**config.mk**
```make
export PLATFORM = sky130hd
export DESIGN_NAME = game_event_scheduler_flat
export DESIGN_NICKNAME = d
export VERILOG_FILES = /design/src/rtl/game_event_scheduler_if.sv /design/src/rtl/game_event_scheduler.sv /design/src/flat_wrapper.sv
export SDC_FILE = /design/constraint.sdc
export NUM_CORES = 1
export LEC_CHECK = 0
export CORE_UTILIZATION = 50
export DETAILED_ROUTE_END_ITERATION = 8
export PLACE_DENSITY = 0.85
export SETUP_SLACK_MARGIN = 0.1
export SYNTH_ARGS = -nofsm -noshare
export SYNTH_HDL_FRONTEND = slang
export SYNTH_SLANG_ARGS = --single-unit
```
**constraint.sdc**
```tcl
create_clock -name clock -period 2.76 [get_ports clock]
set_clock_uncertainty 0.15 [all_clocks]
set_input_delay 0.276 -clock clock [delete_from_list [all_inputs] [get_ports clock]]
set_output_delay 0.276 -clock clock [all_outputs]
set_load 0.02 [all_outputs]
```
**src/rtl/game_event_scheduler_if.sv**
```systemverilog
// rtl/game_event_scheduler_if.sv - event offer/acknowledge handshake between scheduler and CPU register decode
interface game_event_scheduler_if;
  logic        event_valid;
  logic [31:0] event_code;
  logic        event_ack;

  modport master (
    output event_valid,
    output event_code,
    input  event_ack
  );

  modport slave (
    input  event_valid,
    input  event_code,
    output event_ack
  );
endinterface

```
**src/rtl/game_event_scheduler.sv**
```systemverilog
// rtl/game_event_scheduler.sv - synchronises game inputs, offers events by fixed priority, keeps frame/score/drop counters
module game_event_scheduler #(
  parameter int unsigned FRAME_DIV = 6
) (
  input  logic                          clock,
  input  logic                          reset,
  input  logic                          button_signal,
  input  logic                          screen_signal,
  input  logic                          collision_signal,
  input  logic                          pause_signal,
  game_event_scheduler_if.master        evt,
  output logic [31:0]                   frame_count,
  output logic                          score_tick,
  output logic [7:0]                    drop_count
);

  localparam int SRC_PAUSE = 1;
  localparam int SRC_SCR   = 3;
  localparam logic [7:0] DIV_TOP = 8'(FRAME_DIV);

  typedef enum logic [1:0] {IDLE, OFFER, GAP} state_t;

  state_t     state, state_next;
  logic [3:0] raw_in, sync1, sync2, prev, armed;
  logic [1:0] sync_fill;
  logic [3:0] rise, pending, pending_next, eligible, pick;
  logic [3:0] grant, grant_next, clear_mask;
  logic [3:0] grant_code;
  logic [7:0] divider;
  logic       paused, ack_offer, drop_any;

  // Bit order doubles as priority: lowest index wins, code = index + 1.
  assign raw_in = {screen_signal, button_signal, pause_signal, collision_signal};

  // An edge only counts once a real low sample has passed through the synchroniser,
  // so inputs already high at reset release stay silent until they cycle low-high.
  always_ff @(posedge clock or negedge reset) begin
    if (!reset) begin
      sync1     <= '0;
      sync2     <= '0;
      prev      <= '0;
      armed     <= '0;
      sync_fill <= '0;
    end else begin
      sync1     <= raw_in;
      sync2     <= sync1;
      prev      <= sync2;
      sync_fill <= {sync_fill[0], 1'b1};
      armed     <= armed | ({4{sync_fill[1]}} & ~sync2);
    end
  end

  assign rise   = sync2 & ~prev & armed;
  assign paused = sync2[SRC_PAUSE];

  assign eligible  = pending & {~paused, ~paused, 2'b11};
  assign pick      = eligible & (~eligible + 4'd1);
  assign ack_offer = (state == OFFER) && evt.event_ack;
  assign clear_mask = ack_offer ? grant : 4'b0000;

  assign pending_next = (pending & ~clear_mask) | rise;
  assign drop_any     = |(rise & pending & ~clear_mask);

  always_comb begin
    state_next = state;
    grant_next = grant;
    case (state)
      IDLE: begin
        if (|eligible) begin
          state_next = OFFER;
          grant_next = pick;
        end
      end
      OFFER: begin
        if (evt.event_ack) begin
          state_next = GAP;
          grant_next = 4'b0000;
        end
      end
      GAP: state_next = IDLE;
      default: begin
        state_next = IDLE;
        grant_next = 4'b0000;
      end
    endcase
  end

  always_ff @(posedge clock or negedge reset) begin
    if (!reset) begin
      state   <= IDLE;
      grant   <= '0;
      pending <= '0;
    end else begin
      state   <= state_next;
      grant   <= grant_next;
      pending <= pending_next;
    end
  end

  always_comb begin
    grant_code = 4'd0;
    case (grant)
      4'b0001: grant_code = 4'd1;
      4'b0010: grant_code = 4'd2;
      4'b0100: grant_code = 4'd3;
      4'b1000: grant_code = 4'd4;
      default: grant_code = 4'd0;
    endcase
  end

  assign evt.event_valid = (state == OFFER);
  assign evt.event_code  = {28'd0, grant_code};

  // Frame and score counting follow screen edges only and never wait on the handshake.
  always_ff @(posedge clock or negedge reset) begin
    if (!reset) begin
      frame_count <= '0;
      divider     <= '0;
      score_tick  <= 1'b0;
    end else begin
      score_tick <= 1'b0;
      if (rise[SRC_SCR] && !paused) begin
        frame_count <= frame_count + 32'd1;
        if (divider + 8'd1 == DIV_TOP) begin
          divider    <= '0;
          score_tick <= 1'b1;
        end else begin
          divider <= divider + 8'd1;
        end
      end
    end
  end

  always_ff @(posedge clock or negedge reset) begin
    if (!reset) begin
      drop_count <= '0;
    end else if (drop_any && drop_count != 8'hFF) begin
      drop_count <= drop_count + 8'd1;
    end
  end

endmodule

```
**src/flat_wrapper.sv**
```systemverilog
// flat-port wrapper written by rule: the top's interface ports become plain ports
module game_event_scheduler_flat 
#(
  parameter int unsigned FRAME_DIV = 6
)
  (clock, reset, button_signal, screen_signal, collision_signal, pause_signal, frame_count, score_tick, drop_count, evt_event_valid, evt_event_code, evt_event_ack);
  game_event_scheduler_if evt_i ();
  input  logic clock;
  input  logic reset;
  input  logic button_signal;
  input  logic screen_signal;
  input  logic collision_signal;
  input  logic pause_signal;
  output logic [31:0] frame_count;
  output logic score_tick;
  output logic [7:0] drop_count;
  output wire logic [$bits(evt_i.event_valid)-1:0] evt_event_valid;
  output wire logic [$bits(evt_i.event_code)-1:0] evt_event_code;
  input wire logic [$bits(evt_i.event_ack)-1:0] evt_event_ack;
  assign evt_event_valid = evt_i.event_valid;
  assign evt_event_code = evt_i.event_code;
  assign evt_i.event_ack = evt_event_ack;
  game_event_scheduler #(.FRAME_DIV(FRAME_DIV)) u_core (.clock(clock), .reset(reset), .button_signal(button_signal), .screen_signal(screen_signal), .collision_signal(collision_signal), .pause_signal(pause_signal), .evt(evt_i), .frame_count(frame_count), .score_tick(score_tick), .drop_count(drop_count));
endmodule
```
==> reports/summary.json <==
{
  "min_period_over_period": {"value": 78.5, "unit": "%"},
  "final_nets": {"value": 396},
  "hold-path-endpoint": {"value": "u_core.sync_fill[1]"},
  "min_path_cells": {"value": 0},
  "worst_path_fanout_max": {"value": 5},
  "synth.ff_latch_count": {"value": 77},
  "layout-area-overhead-vs-synth": {"value": 19.7, "unit": "%"},
  "critPathLaunchType": {"value": "register"},
  "cp_num_cells": {"value": 2},
  "yosys.cell_count.top_type": {"value": "sky130_fd_sc_hd__dfrtp_1"},
  "p_int": {"value": 0.00210, "unit": "W"},
  "synth_sequential_area_ratio": {"value": 53.8, "unit": "%"},
  "pwr-share-seq": {"value": 48.0, "unit": "%"},
  "post-cts-setup-buffer-count": {"value": 0},
  "tritoncts": {"value": "yes"},
  "worstPathCellList": {"value": "nor4b_1 > clkdlybuf4s50_1"},
  "top_level_ports": {"value": 81},
  "timing.max_cap.violations": {"value": 0},
  "max-clock-path-buffers": {"value": 2},
  "hold_class": {"value": "reg -> reg"},
  "setup_violations": {"value": 0},
  "irDropWorstVdd": {"value": 395, "unit": "uV"},
  "yosys_warning_total": {"value": 0},
  "hp-start": {"value": "u_core.sync_fill[0]"},
  "r2r_end": {"value": "u_core.frame_count[29]"},
  "routed_wirelength": {"value": 6680, "unit": "um"},
  "critical_path.slowest_cell": {"value": "sky130_fd_sc_hd__clkdlybuf4s50_1"},
  "antenna_found_initial": {"value": 0},
  "die-height": {"value": 86.7, "unit": "um"},
  "grt_max_degree": {"value": 78},
  "timing.critical_path.buf_inv": {"value": 1},
  "post_synth_inst_count": {"value": 328},
  "worstSkewPairLatency": {"value": 0.35, "unit": "ns"},
  "cp_slowest_stage_delay": {"value": 0.65, "unit": "ns"},
  "final_max_slew_viol_count": {"value": 0},
  "ys_async_sr_fraction": {"value": 100, "unit": "%"},
  "gr-total-overflow": {"value": 0},
  "vias_per_cell": {"value": 5.18},
  "endpoint_kind": {"value": "output pin"},
  "synth_flop_cell": {"value": "sky130_fd_sc_hd__dfrtp_1"},
  "count_of_endpoints_failing_hold_in_the_final_timing_report": {"value": 0},
  "dp.cells": {"value": 469},
  "share_comb_of_total_power": {"value": 25.4, "unit": "%"},
  "required": {"value": 2.33, "unit": "ns"},
  "p_clk_share": {"value": 26.6, "unit": "%"},
  "wl_per_cell": {"value": 13.7, "unit": "um"},
  "netlist.area_leader.share": {"value": 53.8, "unit": "%"},
  "critical_path.top_delay_family": {"value": "buffers and inverters"},
  "grt_pass1_wl": {"value": 11100, "unit": "um"},
  "p_leak": {"value": 1.95, "unit": "nW"},
  "cellPowerDensity": {"value": 731, "unit": "nW/um^2"},
  "path_type_of_the_worst_setup_path": {"value": "reg -> out"},
  "number_of_optimization_iterations_in_the_first_detailed_route_pass": {"value": 4},
  "synth.largest_area_cell": {"value": "sky130_fd_sc_hd__dfrtp_1"},
  "synth_top_cells_by_count": {"value": "sky130_fd_sc_hd__dfrtp_1, sky130_fd_sc_hd__nand2_1, sky130_fd_sc_hd__xnor2_1"},
  "gp_congestion": {"value": 0.844},
  "port_buffers": {"value": 51},
  "cts_inserted_buffers": {"value": 9},
  "mappedNetlistArea": {"value": 3580, "unit": "sq um"},
  "die_area": {"value": 7510, "unit": "sq um"},
  "effective_utilization_at_floorplan": {"value": 52.2, "unit": "%"},
  "vias_in_the_first_global_route": {"value": 2355},
  "layoutNonFillerInstCount": {"value": 486},
  "outcome": {"value": "finished clean"},
  "p_switching": {"value": 0.00103, "unit": "W"},
  "report.power.total": {"value": 0.00314, "unit": "W"},
  "num_vias": {"value": 2519},
  "worst_slew_pin_slew": {"value": 0.952, "unit": "ns"},
  "post_synth.cell_area_avg": {"value": 10.9, "unit": "sq um"},
  "dpl.hpwl": {"value": 4700, "unit": "um"},
  "first_iter_violations": {"value": 96},
  "num_rows": {"value": 30},
  "rsz0062_at_grt": {"value": "false"},
  "postRouteAntennaNets": {"value": 0},
  "cts-root-buf": {"value": "sky130_fd_sc_hd__clkbuf_8"},
  "worst-endpoint-arrival": {"value": 1.74, "unit": "ns"},
  "n_antenna_cell": {"value": 0},
  "grt_usage": {"value": 19.3, "unit": "%"},
  "worst_setup_hold_path_clk_slew": {"value": 0.07, "unit": "ns"},
  "fin_tns_setup": {"value": 0, "unit": "ns"},
  "final_layout_size_suffix_gt1_share": {"value": 6.67, "unit": "%"},
  "reg2reg_depth": {"value": 5},
  "netlist-cell-type-count": {"value": 46},
  "synth_top_cells_by_area": {"value": "sky130_fd_sc_hd__dfrtp_1, sky130_fd_sc_hd__xnor2_1, sky130_fd_sc_hd__buf_4"},
  "fmaxAchievable": {"value": 461, "unit": "MHz"},
  "maxSlewHeadroom": {"value": 36.6, "unit": "%"},
  "width_of_the_die": {"value": 86.7, "unit": "um"},
  "slack_of_the_worst_reg_to_reg_path": {"value": 0.68, "unit": "ns"},
  "netSwitchingFraction": {"value": 32.9, "unit": "%"},
  "post-route-min-period": {"value": 2.17, "unit": "ns"},
  "reg2reg_from": {"value": "u_core.sync2[1]"},
  "ctsHtreeMaxLevel": {"value": 3},
  "cts.sink_count": {"value": 77},
  "core_area": {"value": 6870, "unit": "sq um"},
  "drc": {"value": 0},
  "synth_enable_flop_cells": {"value": 0},
  "layout.core_utilization": {"value": 62.5, "unit": "%"}
}
-- cell usage in the layout, fill, tap and decap left out, drive strengths merged, types with 3 or more instances in the layout --
cell,Yosys,layout
o21ai,6,6
and4,3,3
clkbuf,6,12
nor3,7,7
buf,30,3
nor2b,3,3
clkdlybuf4s50,0,50
dfrtp,77,77
xor2,12,12
and3,13,13
ha,4,4
nand3,15,15
xnor2,33,33
nor2,16,16
nand4b,5,5
a21o,4,4
inv,10,10
nand4,17,17
nand2,34,34
conb,2,30
nand3b,3,3
-- repair_timing --
item                      in CTS  in global routing
hold buffers                   1                  0
resized for setup              0                  0
hold endpoints to repair      77                  0
-- state kept, by name, indices dropped and copies added (netlist names) --
name	flops
u_core.frame_count	32
u_core.divider	8
u_core.drop_count	8
u_core.armed	4
u_core.grant	4
u_core.pending	4
u_core.prev	4
u_core.sync1	4
u_core.sync2	4
u_core.state	2
u_core.sync_fill	2
u_core.score_tick	1
-- per-stage QoR --
stage	hold WS [ns]	instance area, sq um	setup slack (ns)
floorplan	-0.170	3690	0.807
global route	0.213	4290	0.509
detailed placement	0.190	4090	0.404
CTS	0.205	4290	0.571
finish	0.203	4290	0.592
global placement	0.182	4090	0.437
-- worst max-delay path by stage --
stage                          start                      to  slack (ns)
2_1_floorplan  u_core.frame_count[6]  u_core.frame_count[27]        0.81
3_3_place_gp           evt_event_ack    u_core.drop_count[1]        0.44
3_5_place_dp           evt_event_ack    u_core.drop_count[1]        0.40
4_1_cts              u_core.grant[0]       evt_event_code[2]        0.57
5_1_grt              u_core.grant[2]       evt_event_code[0]        0.51
6_report             u_core.grant[0]       evt_event_code[2]        0.59
-- final cells by class --
cell class              instances  area, sq um
multi-input cells             233         1480
repair buffers                 54          533
fillers                       581         2580
well taps                      96          120
clock inverters                 4         47.5
inverters                      10         37.5
flip-flops and latches         77         1930
clock buffers                  12          145
-- power by group through the flow --
stage,combinational (W),clock (W),sequential (W)
finish,0.000798,0.000835,0.00150
global route,0.000879,0.000904,0.00153
CTS,0.000803,0.000858,0.00150
detailed placement,0.000800,0,0.00152
global placement,0.000773,0,0.00151
floorplan,0.000487,0,0.00153
-- metal layers --
| metal | vias to the layer above | part of all wire [%] | track usage [%] |
|---|---|---|---|
| met5 | - | 0 | 0 |
| met4 | 0 | 1.8 | 9.09 |
| met3 | 9 | 3.0 | 3.43 |
| met2 | 54 | 50 | 31.2 |
| met1 | 1275 | 46 | 25.5 |
| li1 | 1181 | - | - |
-- cell families (layout without fill, tap and decap cells) --
family / Yosys count / in the layout / share of synthesized area [%]
AND/OR/NAND/NOR: 128 / 128 / 20.4
flip-flops: 77 / 77 / 53.8
buffers and inverters: 46 / 80 / 7.89
XOR/XNOR: 45 / 45 / 11.0
AO/OA/AOI/OAI: 25 / 25 / 5.03
adder cells (fa/ha/maj): 4 / 4 / 1.40
other: 2 / 30 / 0.210
multiplexers: 1 / 1 / 0.314
No activity file was read; power rests on OpenSTA's default activity.
